$ cat src/rtl/mem_dump_reader_if.sv
// Output word stream of the data-memory dump reader.
// Valid/ready handshake with a last-word marker.
interface mem_dump_reader_if #(
  parameter int DATA_WIDTH = 16
);
  logic                  out_valid;
  logic [DATA_WIDTH-1:0] out_data;
  logic                  out_last;
  logic                  out_ready;

  modport master (
    output out_valid,
    output out_data,
    output out_last,
    input  out_ready
  );

  modport slave (
    input  out_valid,
    input  out_data,
    input  out_last,
    output out_ready
  );
endinterface

$ cat src/rtl/mem_dump_reader.sv
// Streams a window of data memory out on a valid/ready port.
// Define DUMP_CHECKSUM_EN to add the o_checksum running-sum port.
module mem_dump_reader #(
  parameter int DATA_WIDTH = 16,
  parameter int DEPTH      = 32,
  parameter int ADDR_WIDTH = 5
) (
  input  logic                  clk,
  input  logic                  rst,
  input  logic                  i_start,
  input  logic [ADDR_WIDTH-1:0] i_base_addr,
  input  logic [ADDR_WIDTH:0]   i_count,
  output logic                  o_busy,
  output logic                  o_done,
  output logic                  o_mem_rd_en,
  output logic [ADDR_WIDTH-1:0] o_mem_addr,
  input  logic [DATA_WIDTH-1:0] i_mem_rd_data,
`ifdef DUMP_CHECKSUM_EN
  output logic [DATA_WIDTH-1:0] o_checksum,
`endif
  mem_dump_reader_if.master     out_if
);

  localparam logic [ADDR_WIDTH:0] MAX_CNT = (ADDR_WIDTH+1)'(DEPTH);
  localparam logic [ADDR_WIDTH:0] ONE     = (ADDR_WIDTH+1)'(1);

  typedef enum logic [1:0] {
    S_IDLE, S_RUN, S_FLUSH, S_DONE
  } state_t;

  state_t                r_state;
  state_t                w_next;
  logic [ADDR_WIDTH-1:0] r_addr;
  logic [ADDR_WIDTH-1:0] r_mem_addr;
  logic [ADDR_WIDTH:0]   r_count;
  logic [ADDR_WIDTH:0]   r_issued;
  logic [ADDR_WIDTH:0]   r_acked;
  logic                  r_inflight;
  logic [DATA_WIDTH-1:0] r_fifo [2];
  logic                  r_wp;
  logic                  r_rp;
  logic [1:0]            r_occ;

  logic [ADDR_WIDTH:0]   w_count;
  logic                  w_accept;
  logic                  w_room;
  logic                  w_issue;
  logic                  w_head;
  logic                  w_valid;
  logic [DATA_WIDTH-1:0] w_data;
  logic                  w_last_word;
  logic                  w_hs;
  logic                  w_push;
  logic                  w_pop;

  assign w_count  = (i_count > MAX_CNT) ? MAX_CNT : i_count;
  assign w_accept = (r_state == S_IDLE) && i_start;

  // Room counts the read still in flight so the FIFO never overflows.
  assign w_room  = (r_occ == 2'd0) ||
                   ((r_occ == 2'd1) && !r_inflight);
  assign w_issue = (r_state == S_RUN) && w_room &&
                   (r_issued < r_count);

  // Empty FIFO: returning read data is presented directly.
  assign w_head  = (r_occ != 2'd0);
  assign w_valid = w_head || r_inflight;
  assign w_data  = w_head     ? r_fifo[r_rp] :
                   r_inflight ? i_mem_rd_data : '0;

  assign w_last_word = (r_acked == r_count - ONE);
  assign w_hs   = w_valid && out_if.out_ready;
  assign w_push = r_inflight && !(!w_head && w_hs);
  assign w_pop  = w_hs && w_head;

  always_comb begin
    w_next = r_state;
    unique case (r_state)
      S_IDLE: begin
        if (i_start)
          w_next = (w_count == '0) ? S_DONE : S_RUN;
      end
      S_RUN: begin
        if (w_issue && (r_issued == r_count - ONE))
          w_next = S_FLUSH;
      end
      S_FLUSH: begin
        if (w_hs && w_last_word)
          w_next = S_DONE;
      end
      S_DONE:  w_next = S_IDLE;
      default: w_next = S_IDLE;
    endcase
  end

  always_ff @(posedge clk or negedge rst) begin
    if (!rst) begin
      r_state    <= S_IDLE;
      r_addr     <= '0;
      r_mem_addr <= '0;
      r_count    <= '0;
      r_issued   <= '0;
      r_acked    <= '0;
      r_inflight <= 1'b0;
      r_fifo[0]  <= '0;
      r_fifo[1]  <= '0;
      r_wp       <= 1'b0;
      r_rp       <= 1'b0;
      r_occ      <= 2'd0;
    end else begin
      r_state    <= w_next;
      r_inflight <= w_issue;
      if (w_accept) begin
        r_addr   <= i_base_addr;
        r_count  <= w_count;
        r_issued <= '0;
        r_acked  <= '0;
      end else begin
        if (w_issue) begin
          r_addr     <= r_addr + 1'b1;
          r_mem_addr <= r_addr;
          r_issued   <= r_issued + ONE;
        end
        if (w_hs)
          r_acked <= r_acked + ONE;
      end
      if (w_push) begin
        r_fifo[r_wp] <= i_mem_rd_data;
        r_wp         <= ~r_wp;
      end
      if (w_pop)
        r_rp <= ~r_rp;
      r_occ <= r_occ + {1'b0, w_push} - {1'b0, w_pop};
    end
  end

`ifdef DUMP_CHECKSUM_EN
  logic [DATA_WIDTH-1:0] r_sum;

  always_ff @(posedge clk or negedge rst) begin
    if (!rst)
      r_sum <= '0;
    else if (w_accept)
      r_sum <= '0;
    else if (w_hs)
      r_sum <= r_sum + w_data;
  end

  assign o_checksum = r_sum;
`endif

  assign o_busy      = (r_state == S_RUN) ||
                       (r_state == S_FLUSH) || w_accept;
  assign o_done      = (r_state == S_DONE);
  assign o_mem_rd_en = w_issue;
  assign o_mem_addr  = w_issue ? r_addr : r_mem_addr;

  assign out_if.out_valid = w_valid;
  assign out_if.out_data  = w_data;
  assign out_if.out_last  = w_valid && w_last_word;

endmodule

$ cat src/flat_wrapper.sv
// flat-port wrapper written by rule: the top's interface ports become plain ports
module mem_dump_reader_flat 
#(
  parameter int DATA_WIDTH = 16,
  parameter int DEPTH      = 32,
  parameter int ADDR_WIDTH = 5
)
  (clk, rst, i_start, i_base_addr, i_count, o_busy, o_done, o_mem_rd_en, o_mem_addr, i_mem_rd_data, out_if_out_valid, out_if_out_data, out_if_out_last, out_if_out_ready);
  mem_dump_reader_if #(.DATA_WIDTH(DATA_WIDTH)) out_if_i ();
  input  logic clk;
  input  logic rst;
  input  logic i_start;
  input  logic [ADDR_WIDTH-1:0] i_base_addr;
  input  logic [ADDR_WIDTH:0] i_count;
  output logic o_busy;
  output logic o_done;
  output logic o_mem_rd_en;
  output logic [ADDR_WIDTH-1:0] o_mem_addr;
  input  logic [DATA_WIDTH-1:0] i_mem_rd_data;
  output wire logic [$bits(out_if_i.out_valid)-1:0] out_if_out_valid;
  output wire logic [$bits(out_if_i.out_data)-1:0] out_if_out_data;
  output wire logic [$bits(out_if_i.out_last)-1:0] out_if_out_last;
  input wire logic [$bits(out_if_i.out_ready)-1:0] out_if_out_ready;
  assign out_if_out_valid = out_if_i.out_valid;
  assign out_if_out_data = out_if_i.out_data;
  assign out_if_out_last = out_if_i.out_last;
  assign out_if_i.out_ready = out_if_out_ready;
  mem_dump_reader #(.DATA_WIDTH(DATA_WIDTH), .DEPTH(DEPTH), .ADDR_WIDTH(ADDR_WIDTH)) u_core (.clk(clk), .rst(rst), .i_start(i_start), .i_base_addr(i_base_addr), .i_count(i_count), .o_busy(o_busy), .o_done(o_done), .o_mem_rd_en(o_mem_rd_en), .o_mem_addr(o_mem_addr), .i_mem_rd_data(i_mem_rd_data), .out_if(out_if_i));
endmodule
$ cat config.mk
export PLATFORM = sky130hd
export DESIGN_NAME = mem_dump_reader_flat
export DESIGN_NICKNAME = d
export VERILOG_FILES = /design/src/rtl/mem_dump_reader_if.sv /design/src/rtl/mem_dump_reader.sv /design/src/flat_wrapper.sv
export SDC_FILE = /design/constraint.sdc
export NUM_CORES = 1
export LEC_CHECK = 0
export CORE_MARGIN = 5
export CORE_UTILIZATION = 36
export DETAILED_ROUTE_END_ITERATION = 10
export MAX_ROUTING_LAYER = met4
export SETUP_SLACK_MARGIN = 0.5
export SYNTH_ARGS = -nofsm -noshare
export SYNTH_HDL_FRONTEND = slang
export SYNTH_SLANG_ARGS = --single-unit
export TNS_END_PERCENT = 30
$ cat constraint.sdc
create_clock -name clk -period 6.4 [get_ports clk]
set_input_delay 1.28 -clock clk [delete_from_list [all_inputs] [get_ports clk]]
set_output_delay 1.28 -clock clk [all_outputs]
set_load 0.1 [all_outputs]
==> impl_metrics.tcl <==
set metrics [dict create \
    muxShareOfSynthArea_pct 17.7 \
    fin_setup_tns_ps 0 \
    routed_wl_mm 7.75 \
    grt_max_degree 68 \
    cts_buffers 9 \
    max_freq_ghz 0.210 \
    route.detailed.drc 0 \
    status "finished, final reports clean" \
    grt_pass1_wl_mm 13.4 \
    finalNetCount 446 \
    cts-hold-fix-buffers 0 \
    synthSimpleGateAreaFrac_pct 12.8 \
    num_vias 2650 \
    async_reset_ff_share_pct 100 \
    critPathRequiredTime_ps 5120 \
    antenna_found_initial 0 \
    path_clk_slew_ps 70 \
    row_count 37 \
    min_path_type "register to register" \
    ys.flop_type "dfrtp_1" \
    h-tree-depth 3 \
    finalSetupViolCount 0 \
    hold_viol 0 \
    cp-start-kind "register" \
    ios 57 \
    yosys_warnings 0 \
    synth_fa_ha_area_share_pct 5.67 \
    post_cts_resized 0 \
    io_buffers 56 \
    netlist_area_um2 3750 \
    rsz0062_at_grt "false" \
    drv_slew 0 \
    worstMarginPinSlew_ps 1130 \
    grt_usage_pct 13.3 \
    synth_cells 349 \
    dpl.hpwl_mm 5.36 \
    ys_seq_area_share_pct 44.7 \
    cp.arrival_ps 3470 \
    cts_setup_buffers 0 \
    wl_per_cell_um 14.4 \
    drt-initial-drc-count 82 \
    place_congestion 0.844 \
    yosys.cell_types.count 38 \
    synth_top_area_share_pct 44.7 \
    clock_skew_ps 8.93 \
    layoutNonFillerInstCount 539 \
    register_area_um2 1680 \
    area_growth_syn_to_layout_pct 23.5 \
    initial_utilization_pct 36.7 \
    cts_tree "built" \
    synth-compound-area-share_pct 7.71 \
    yosys.area.top_type "dfrtp_1" \
    cts.sinks 67 \
    cts-root-buf "clkbuf_8" \
    synth_commonest_cells "67 x dfrtp_1, 42 x mux2_2, 30 x o21ai_0, 21 x nand3_1" \
    clk_latency_ps 330 \
    synth.area.top_cells "dfrtp_1 45%, mux2_2 13%, ha_1 5.7%" \
    ant_nets 0 \
    final.min_clock_period_ps 4750 \
    relSlewSlack_pct 24.9 \
    synth_nets 397 \
    r2r_slack_ps 3500 \
    synth_xor_area_share_pct 7.01 \
    synth_top_family_by_area "multiplexers" \
    die_x_um 112 \
    core_um2 10200 \
    grt_overflow_total 0 \
    vias_per_cell 4.92 \
    multi_input_area_um2 1910 \
    drive_gt1_share_pct 16.6 \
    holdWs_ps 502 \
    syn_area_per_cell_um2 10.7 \
    first_global_vias 2761 \
    dr.pass1.iters 5 \
    dieArea_um2 12600 \
    antenna_cells 0 \
    fill_cells 932 \
    ys_ff_latch 67 \
    finalCritPeriodShare_pct 74.2 \
    worstPathMaxFanout 19 \
    synth_most_common_cell "dfrtp_1" \
    ctsLongestPathBuffers 2 \
    dp_cells 523 \
    die-height_um 112 \
    cap_violations 0 \
    critPathKind "register to output pin" \
    crit_path_end_kind "output pin" \
    synth_edf_count 0 \
]
## final cells by class
cell class	instances	share of cell area, %
Multi-Input combinational cell	246	41.3
Clock inverter	5	1.81
Clock buffer	11	3.27
Sequential cell	67	36.2
Tap cell	136	3.68
Timing Repair Buffer	59	12.5
Inverter	15	1.22
## cells in the final DEF, fill, tap and decap left out, drive strengths merged, types with 2 or more instances in the layout
cell type,count
dfrtp,67
clkdlybuf4s50,55
mux2,43
o21ai,30
nand3,21
mux2i,18
nand2,18
xor2,18
ha,17
inv,16
nor2,13
xnor2,12
clkbuf,11
nand4,8
a21oi,8
nand3b,7
nor2b,5
buf,4
or3,3
nand2b,3
and2,3
and3,2
nor3,2
a211o,2
o32a,2
clkinvlp,2
bufinv,2
nor4b,2
## metrics by stage
step                utilization (%)  setup WS (ps)  instance area, um^2
floorplan                         -           1640                 3750
global placement               42.9           1940                 4390
detailed placement             42.9           1920                 4390
CTS                            45.2           1590                 4630
global route                   45.2           1450                 4630
finish                         45.2           1650                 4630
## cells by family (layout without fill, tap and decap cells)
family,count (synthesis),after routing
buffers and inverters,36,90
multiplexers,61,61
XOR/XNOR,30,30
AO/OA/AOI/OAI,48,48
adder cells (fa/ha/maj),17,17
AND/OR/NAND/NOR,90,90
flip-flops,67,67
## final timing paths
kind                              startpoint                 end  cells past startpoint
min in group asynchronous                rst    u_core.r_fifo[2]                      2
max                        u_core.r_count[4]       o_mem_addr[0]                      7
min                              u_core.r_wp         u_core.r_wp                      1
max reg2reg                u_core.r_count[4]   u_core.r_state[1]                      9
min reg2reg                      u_core.r_wp         u_core.r_wp                      1
max in group asynchronous                rst  u_core.r_issued[3]                      2
## state kept, by name, indices dropped and copies added (netlist names), 2 cells and up
name and count:
u_core.r_count 6, u_core.r_occ 2, u_core.r_issued 6, u_core.r_mem_addr 5, u_core.r_fifo 32, u_core.r_acked 6, u_core.r_state 2, u_core.r_addr 5
## metal layers
layer	routed length (um)	GRT usage, %
met1	3840	17.6
met2	3570	20.6
met3	174	1.94
met4	163	5.29
met5	0	-
## critical path: stages, from the launching register on
cell,delay (ps)
dfrtp_1,500
inv_1,130
ha_1,200
a22o_1,200
nor4b_2,210
o221a_2,510
mux2_2,240
clkdlybuf4s50_1,1130
Power is not shown: default switching activity piles up to over one toggle a cycle in this logic, so the estimate is an artifact.
